[src/rtl/if_stage.sv]
// ---------------------------------------------------------------------------
// if_stage: instruction-fetch stage and IF/ID pipeline register of the
// 16-bit pipelined cpu.
//
// The stage holds the PC and drives instruction memory. Each fetched word is
// latched into IF/ID together with PC+2, which ID uses as its branch base.
// A fetched HLT opcode freezes the PC. Only a redirect or a reset resumes
// fetch.
//
// Optional feature macro: IF_STATS_EN
//   When defined, the stage adds two 32-bit ports, fetch_cnt_o and
//   flush_cnt_o, that count normal IF/ID loads and redirects that squash a
//   valid IF/ID entry.
//
// Flow control:
//   This stage has no valid/ready handshake. stall_i acts as the downstream
//   "not ready" signal: while it is high, the PC, IF/ID and the halt state all
//   hold. valid_ID_o marks whether IF/ID carries a real instruction (1) or a
//   bubble (0).
//
// Per-edge priority: reset > redirect > stall > halted > normal fetch.
// ---------------------------------------------------------------------------
module if_stage #(
   parameter logic [15:0] RESET_PC    = 16'h0000,
   parameter logic [3:0]  HALT_OPCODE = 4'hF
) (
   input  logic        clk,
   input  logic        rst_n,
   input  logic        stall_i,
   input  logic        redirect_i,
   input  logic [15:0] redirect_pc_i,
   output logic [15:0] imem_addr_o,
   input  logic [15:0] imem_data_i,
   output logic [15:0] pc_o,
   output logic [15:0] instr_IF_o,
   output logic [15:0] instr_ID_o,
   output logic [15:0] pc_plus2_ID_o,
   output logic        valid_ID_o,
   output logic        halted_o
`ifdef IF_STATS_EN
   ,
   output logic [31:0] fetch_cnt_o,
   output logic [31:0] flush_cnt_o
`endif
);

   // Fetch FSM: running, or frozen on a fetched HLT. The current state is
   // visible on halted_o.
   typedef enum logic {
      ST_RUN  = 1'b0,
      ST_HALT = 1'b1
   } fetch_state_t;

   fetch_state_t state_q, state_d;
   logic [15:0]  pc_q, pc_d;
   logic [15:0]  instr_id_q, instr_id_d;
   logic [15:0]  pc_plus2_id_q, pc_plus2_id_d;
   logic         valid_id_q, valid_id_d;
   logic [15:0]  pc_plus2;
   logic [15:0]  redirect_pc_aligned;
   logic         fetch_load;
   logic         flush_event;

   // The PC is always halfword aligned, so the reset value drops bit 0.
   localparam logic [15:0] RESET_PC_ALIGNED = {RESET_PC[15:1], 1'b0};

   assign pc_plus2            = pc_q + 16'd2;   // wraps at 2^16 by width
   assign redirect_pc_aligned = {redirect_pc_i[15:1], 1'b0};

   // Next-state logic for the PC, IF/ID and the fetch FSM, in priority order.
   always_comb begin
      state_d       = state_q;
      pc_d          = pc_q;
      instr_id_d    = instr_id_q;
      pc_plus2_id_d = pc_plus2_id_q;
      valid_id_d    = valid_id_q;
      fetch_load    = 1'b0;
      flush_event   = 1'b0;
      if (redirect_i) begin
         // A redirect also squashes a wrong-path HLT, so fetch resumes.
         pc_d        = redirect_pc_aligned;
         instr_id_d  = 16'h0000;
         valid_id_d  = 1'b0;
         state_d     = ST_RUN;
         flush_event = valid_id_q;
      end else if (stall_i) begin
         // Hold everything.
      end else if (state_q == ST_HALT) begin
         // While halted, IF/ID receives bubbles and the PC stays on the HLT.
         instr_id_d = 16'h0000;
         valid_id_d = 1'b0;
      end else begin
         instr_id_d    = imem_data_i;
         pc_plus2_id_d = pc_plus2;
         valid_id_d    = 1'b1;
         fetch_load    = 1'b1;
         if (imem_data_i[15:12] == HALT_OPCODE) begin
            state_d = ST_HALT;
         end else begin
            pc_d = pc_plus2;
         end
      end
   end

   // State registers with synchronous active-low reset.
   always_ff @(posedge clk) begin
      if (!rst_n) begin
         state_q       <= ST_RUN;
         pc_q          <= RESET_PC_ALIGNED;
         instr_id_q    <= 16'h0000;
         pc_plus2_id_q <= 16'h0000;
         valid_id_q    <= 1'b0;
      end else begin
         state_q       <= state_d;
         pc_q          <= pc_d;
         instr_id_q    <= instr_id_d;
         pc_plus2_id_q <= pc_plus2_id_d;
         valid_id_q    <= valid_id_d;
      end
   end

   assign imem_addr_o   = pc_q;
   assign pc_o          = pc_q;
   assign halted_o      = (state_q == ST_HALT);
   assign instr_IF_o    = halted_o ? 16'h0000 : imem_data_i;
   assign instr_ID_o    = instr_id_q;
   assign pc_plus2_ID_o = pc_plus2_id_q;
   assign valid_ID_o    = valid_id_q;

`ifdef IF_STATS_EN
   logic [31:0] fetch_cnt_q, fetch_cnt_d;
   logic [31:0] flush_cnt_q, flush_cnt_d;

   // Event counters. Both wrap naturally at 2^32.
   always_comb begin
      fetch_cnt_d = fetch_cnt_q;
      flush_cnt_d = flush_cnt_q;
      if (fetch_load) begin
         fetch_cnt_d = fetch_cnt_q + 32'd1;
      end
      if (flush_event) begin
         flush_cnt_d = flush_cnt_q + 32'd1;
      end
   end

   // Counter registers with synchronous active-low reset.
   always_ff @(posedge clk) begin
      if (!rst_n) begin
         fetch_cnt_q <= 32'd0;
         flush_cnt_q <= 32'd0;
      end else begin
         fetch_cnt_q <= fetch_cnt_d;
         flush_cnt_q <= flush_cnt_d;
      end
   end

   assign fetch_cnt_o = fetch_cnt_q;
   assign flush_cnt_o = flush_cnt_q;
`else
   // Without the statistics feature, the event strobes have no consumer.
   logic unused_stats;
   assign unused_stats = fetch_load ^ flush_event;
`endif

endmodule

[config.mk]
export PLATFORM = sky130hd
export DESIGN_NAME = if_stage
export DESIGN_NICKNAME = d
export VERILOG_FILES = /design/src/rtl/if_stage.sv
export SDC_FILE = /design/constraint.sdc
export NUM_CORES = 1
export LEC_CHECK = 0
export ABC_CLOCK_PERIOD_IN_PS = 4600
export BUFFER_PORTS_ARGS = -buffer_cell sky130_fd_sc_hd__buf_2
export CAP_MARGIN = 10
export CORE_MARGIN = 1.5
export CORE_UTILIZATION = 25
export DETAILED_ROUTE_END_ITERATION = 6
export PLACE_DENSITY_LB_ADDON = 0.12
export RECOVER_POWER = 100
export SLEW_MARGIN = 20
export SYNTH_ARGS = -nofsm -noshare
export SYNTH_HDL_FRONTEND = slang
export SYNTH_SLANG_ARGS = --single-unit
export TNS_END_PERCENT = 10
[constraint.sdc]
create_clock -name clk -period 4.6 [get_ports clk]
set_input_delay 0.46 -clock clk [delete_from_list [all_inputs] [get_ports clk]]
set_output_delay 0.46 -clock clk [all_outputs]
set_load 0.005 [all_outputs]
==> impl_metrics.py <==
metrics = {
    "critical_path": {
        "path_depth": 5,
        "reg2reg_from": "halted_o",
        "slowest_stage": "clkbuf_1",
        "cp_slowest_stage_delay_ns": 0.96,
        "crit_chain": "nor3_2, clkbuf_1, and2_0, nand2_1, o32ai_1",
        "end_kind": "flop",
        "crit_path_max_fanout": 30,
        "arrival_ns": 3.05,
        "setup.worst_path.start": "halted_o",
        "worstSetupPathType": "reg2reg",
        "regToRegSetupSlack_ns": 1.78,
        "endpoint": "imem_addr_o[8]",
        "path_buf_inv": 1,
        "r2r-end": "imem_addr_o[8]",
        "critical-path-top-delay-family": "simple AND/OR/NAND/NOR gates",
        "r2r_cells": 5,
        "start_kind": "flop",
        "worstPathRequired_ns": 4.83,
    },
    "cells_and_area": {
        "syn_to_final_growth_pct": 25.5,
        "antenna_cells": 0,
        "final_cell_mix": "buf_2, dfxtp_1, clkbuf_1",
        "final_common_cell": "buf_2",
        "fin_nets": 394,
        "fillers": 1003,
        "drive_gt1_share_pct": 26.5,
    },
    "synthesis": {
        "yosysWarnings": 0,
        "syn_area_sq_mm": 0.00234,
        "synthArstFlopShare_pct": 0,
        "ys_ff_latch": 48,
        "synth_top_flop_cell": "dfxtp_1",
        "seq_area_frac_synth_pct": 41.0,
        "postSynthAreaPerCell_sq_um": 8.74,
        "ys_types": 37,
        "syn_inst": 268,
        "synth_edf_count": 0,
    },
    "pwr": {
        "swShare_pct": 26.7,
        "power_frac_clock_pct": 36.8,
        "p_leak_nw": 1.30,
        "seq_power_share_pct": 48.9,
        "internal-power_uw": 695,
        "cellPowerDensity_mw_per_mm2": 323,
        "p_switching_uw": 253,
        "pwr-share-comb_pct": 14.3,
        "ir_worst_vdd_uv": 118,
    },
    "sta": {
        "fmax_ghz": 0.354,
        "hold_ws_ns": 0.418,
        "maxSlewHeadroom_pct": 14.7,
        "period_share_pct": 61.3,
        "finalCriticalPeriod_ns": 2.82,
        "final_max_slew_viol_count": 0,
        "fin_tns_setup_ns": 0,
        "rsz0062_at_grt": "no",
        "final_hold_viol_count": 0,
        "setup_violations": 0,
        "skew_ns": 0.0124,
        "worst_pin_slew_ns": 1.28,
    },
    "routing": {
        "wl_um": 6660,
        "via_per_inst": 4.64,
        "firstDrtPassIters": 4,
        "drt_first_iter_violations": 39,
        "num_vias": 2178,
        "drc": 0,
        "wl_per_cell_um": 14.2,
        "antenna_left": 0,
    },
    "clock_tree": {
        "clkTransAtPathRegs_ns": 0.10,
        "cts_setup_buffers": 0,
        "tritoncts": "yes",
        "hold_buffers": 0,
        "cts_resized": 0,
        "clk_path_buf_depth": 2,
        "cts_buffers": 5,
        "clock_latency_ns": 0.31,
        "htree_levels": 2,
        "numClockSinks": 48,
        "clockRootBuffer": "clkbuf_8",
    },
    "floorplan": {
        "rows": 35,
        "die_width_um": 99.8,
        "core_area_sq_mm": 0.00915,
        "dieHeight_um": 99.8,
        "dieArea_sq_mm": 0.00995,
        "io_pins": 118,
        "start_util_pct": 25.6,
    },
    "run_status": {
        "status": "finished clean",
    },
    "global_routing": {
        "overflow": 0,
        "grt_max_degree": 31,
        "grt_pass1_vias": 2089,
        "grt_pass1_wl_um": 10500,
        "grt_usage_pct": 13.5,
        "antenna_found_initial": 0,
    },
    "min_path": {
        "worstHoldPathType": "in2reg",
    },
    "placement": {
        "io_buffers": 113,
        "gp_congestion": 0.692,
        "hpwl_um": 4650,
    },
    "flow_run": {
        "max-cap-violations": 0,
    },
}
-- metrics by stage --
step | cells | utilization [%] | setup WS (ns) | power [mW] | area [sq um]
final | 469 | 32.1 | 1.78 | 0.948 | 2940
after global routing | 469 | 32.1 | 1.53 | 0.998 | 2940
after CTS | 469 | 32.6 | 2.44 | 0.964 | 2980
after detailed placement | 461 | 31.2 | 2.32 | 0.614 | 2860
after global placement | 461 | 31.2 | 2.34 | 0.613 | 2860
after floorplan | 270 | - | 2.84 | 0.559 | 2350
-- sequential cells by signal, summed over array words and instances, names as in the netlist --
| signal | count |
|---|---|
| imem_addr_o | 15 |
| pc_plus2_ID_o | 15 |
| instr_ID_o | 16 |
| valid_ID_o | 1 |
| halted_o | 1 |
-- how the worst min path moves through the flow --
stage / from / end / slack (ns) / cells after the start
after floorplan: pc_plus2_ID_o[2] / pc_plus2_ID_o[2] / 0.48 / 2
after global placement: pc_plus2_ID_o[4] / pc_plus2_ID_o[4] / 0.47 / 2
after detailed placement: valid_ID_o / valid_ID_o / 0.49 / 2
final: redirect_pc_i[1] / imem_addr_o[1] / 0.42 / 3
after CTS: redirect_pc_i[3] / imem_addr_o[3] / 0.41 / 3
after global routing: redirect_pc_i[4] / imem_addr_o[4] / 0.43 / 3
-- layer usage --
layer / part of all wire, % / vias to the layer above / global-route usage (%)
li1: - / 1086 / -
met1: 46 / 991 / 16.3
met2: 44 / 96 / 22.7
met3: 8.6 / 5 / 4.92
met4: 1.1 / 0 / 3.68
met5: 0 / - / 0
-- logic make-up after synthesis --
| logic type | count (synthesis) | synth area share [%] |
|---|---|---|
| xor gates and xnor gates | 16 | 5.99 |
| DFF | 48 | 41.0 |
| AOI/OAI and AO/OA | 53 | 14.0 |
| buffers and inverters | 40 | 9.89 |
| muxes | 20 | 8.60 |
| and+or+nand+nor | 89 | 19.8 |
| adders and majority gates | 1 | 0.534 |
| other | 1 | 0.160 |
-- power by group through the flow --
stage	clock network [mW]	registers (mW)	logic, mW
2_1_floorplan	0	0.469	0.0894
6_report	0.349	0.463	0.136
4_1_cts	0.358	0.463	0.142
3_3_place_gp	0	0.472	0.141
5_1_grt	0.377	0.468	0.153
3_5_place_dp	0	0.473	0.142
-- area by class of cell --
type | instances | area [sq um] | area share, %
Tap cell | 111 | 139 | 4.73
Timing Repair Buffer | 114 | 529 | 18.0
Clock buffer | 7 | 96.3 | 3.28
Multi-Input combinational cell | 182 | 1160 | 39.5
Sequential cell | 48 | 961 | 32.7
Clock inverter | 1 | 30.0 | 1.02
Inverter | 6 | 22.5 | 0.766
-- cells in the mapped netlist, types with 2 or more instances --
master	instances	share of area (%)
o21ai_0	14	3.0
nor3_1	3	0.64
dfxtp_1	48	41
nor2b_1	16	4.3
o31a_1	3	1.1
xnor2_1	8	3.0
o32ai_1	4	1.5
and4_1	2	0.75
buf_2	3	0.64
buf_4	19	6.1
a211oi_1	4	1.3
nand4_2	2	1.1
nand2_1	10	1.6
nand3_1	7	1.5
a311oi_1	4	1.5
and2_1	5	1.3
nand4_1	3	0.80
a31oi_1	3	0.80
mux2i_1	19	8.1
a21oi_1	19	4.1
buf_1	2	0.32
inv_1	6	0.96
xor2_1	8	3.0
and3_1	5	1.3
nor2_1	32	5.1
clkbuf_1	8	1.3
-- worst register-to-register path, cell delays in order (launching register included) --
cell	delay (ns)
dfxtp_1	0.56
nor3_2	0.24
clkbuf_1	0.96
and2_0	0.59
nand2_1	0.24
o32ai_1	0.15
Note: power is estimated with default switching activity, not from simulation.
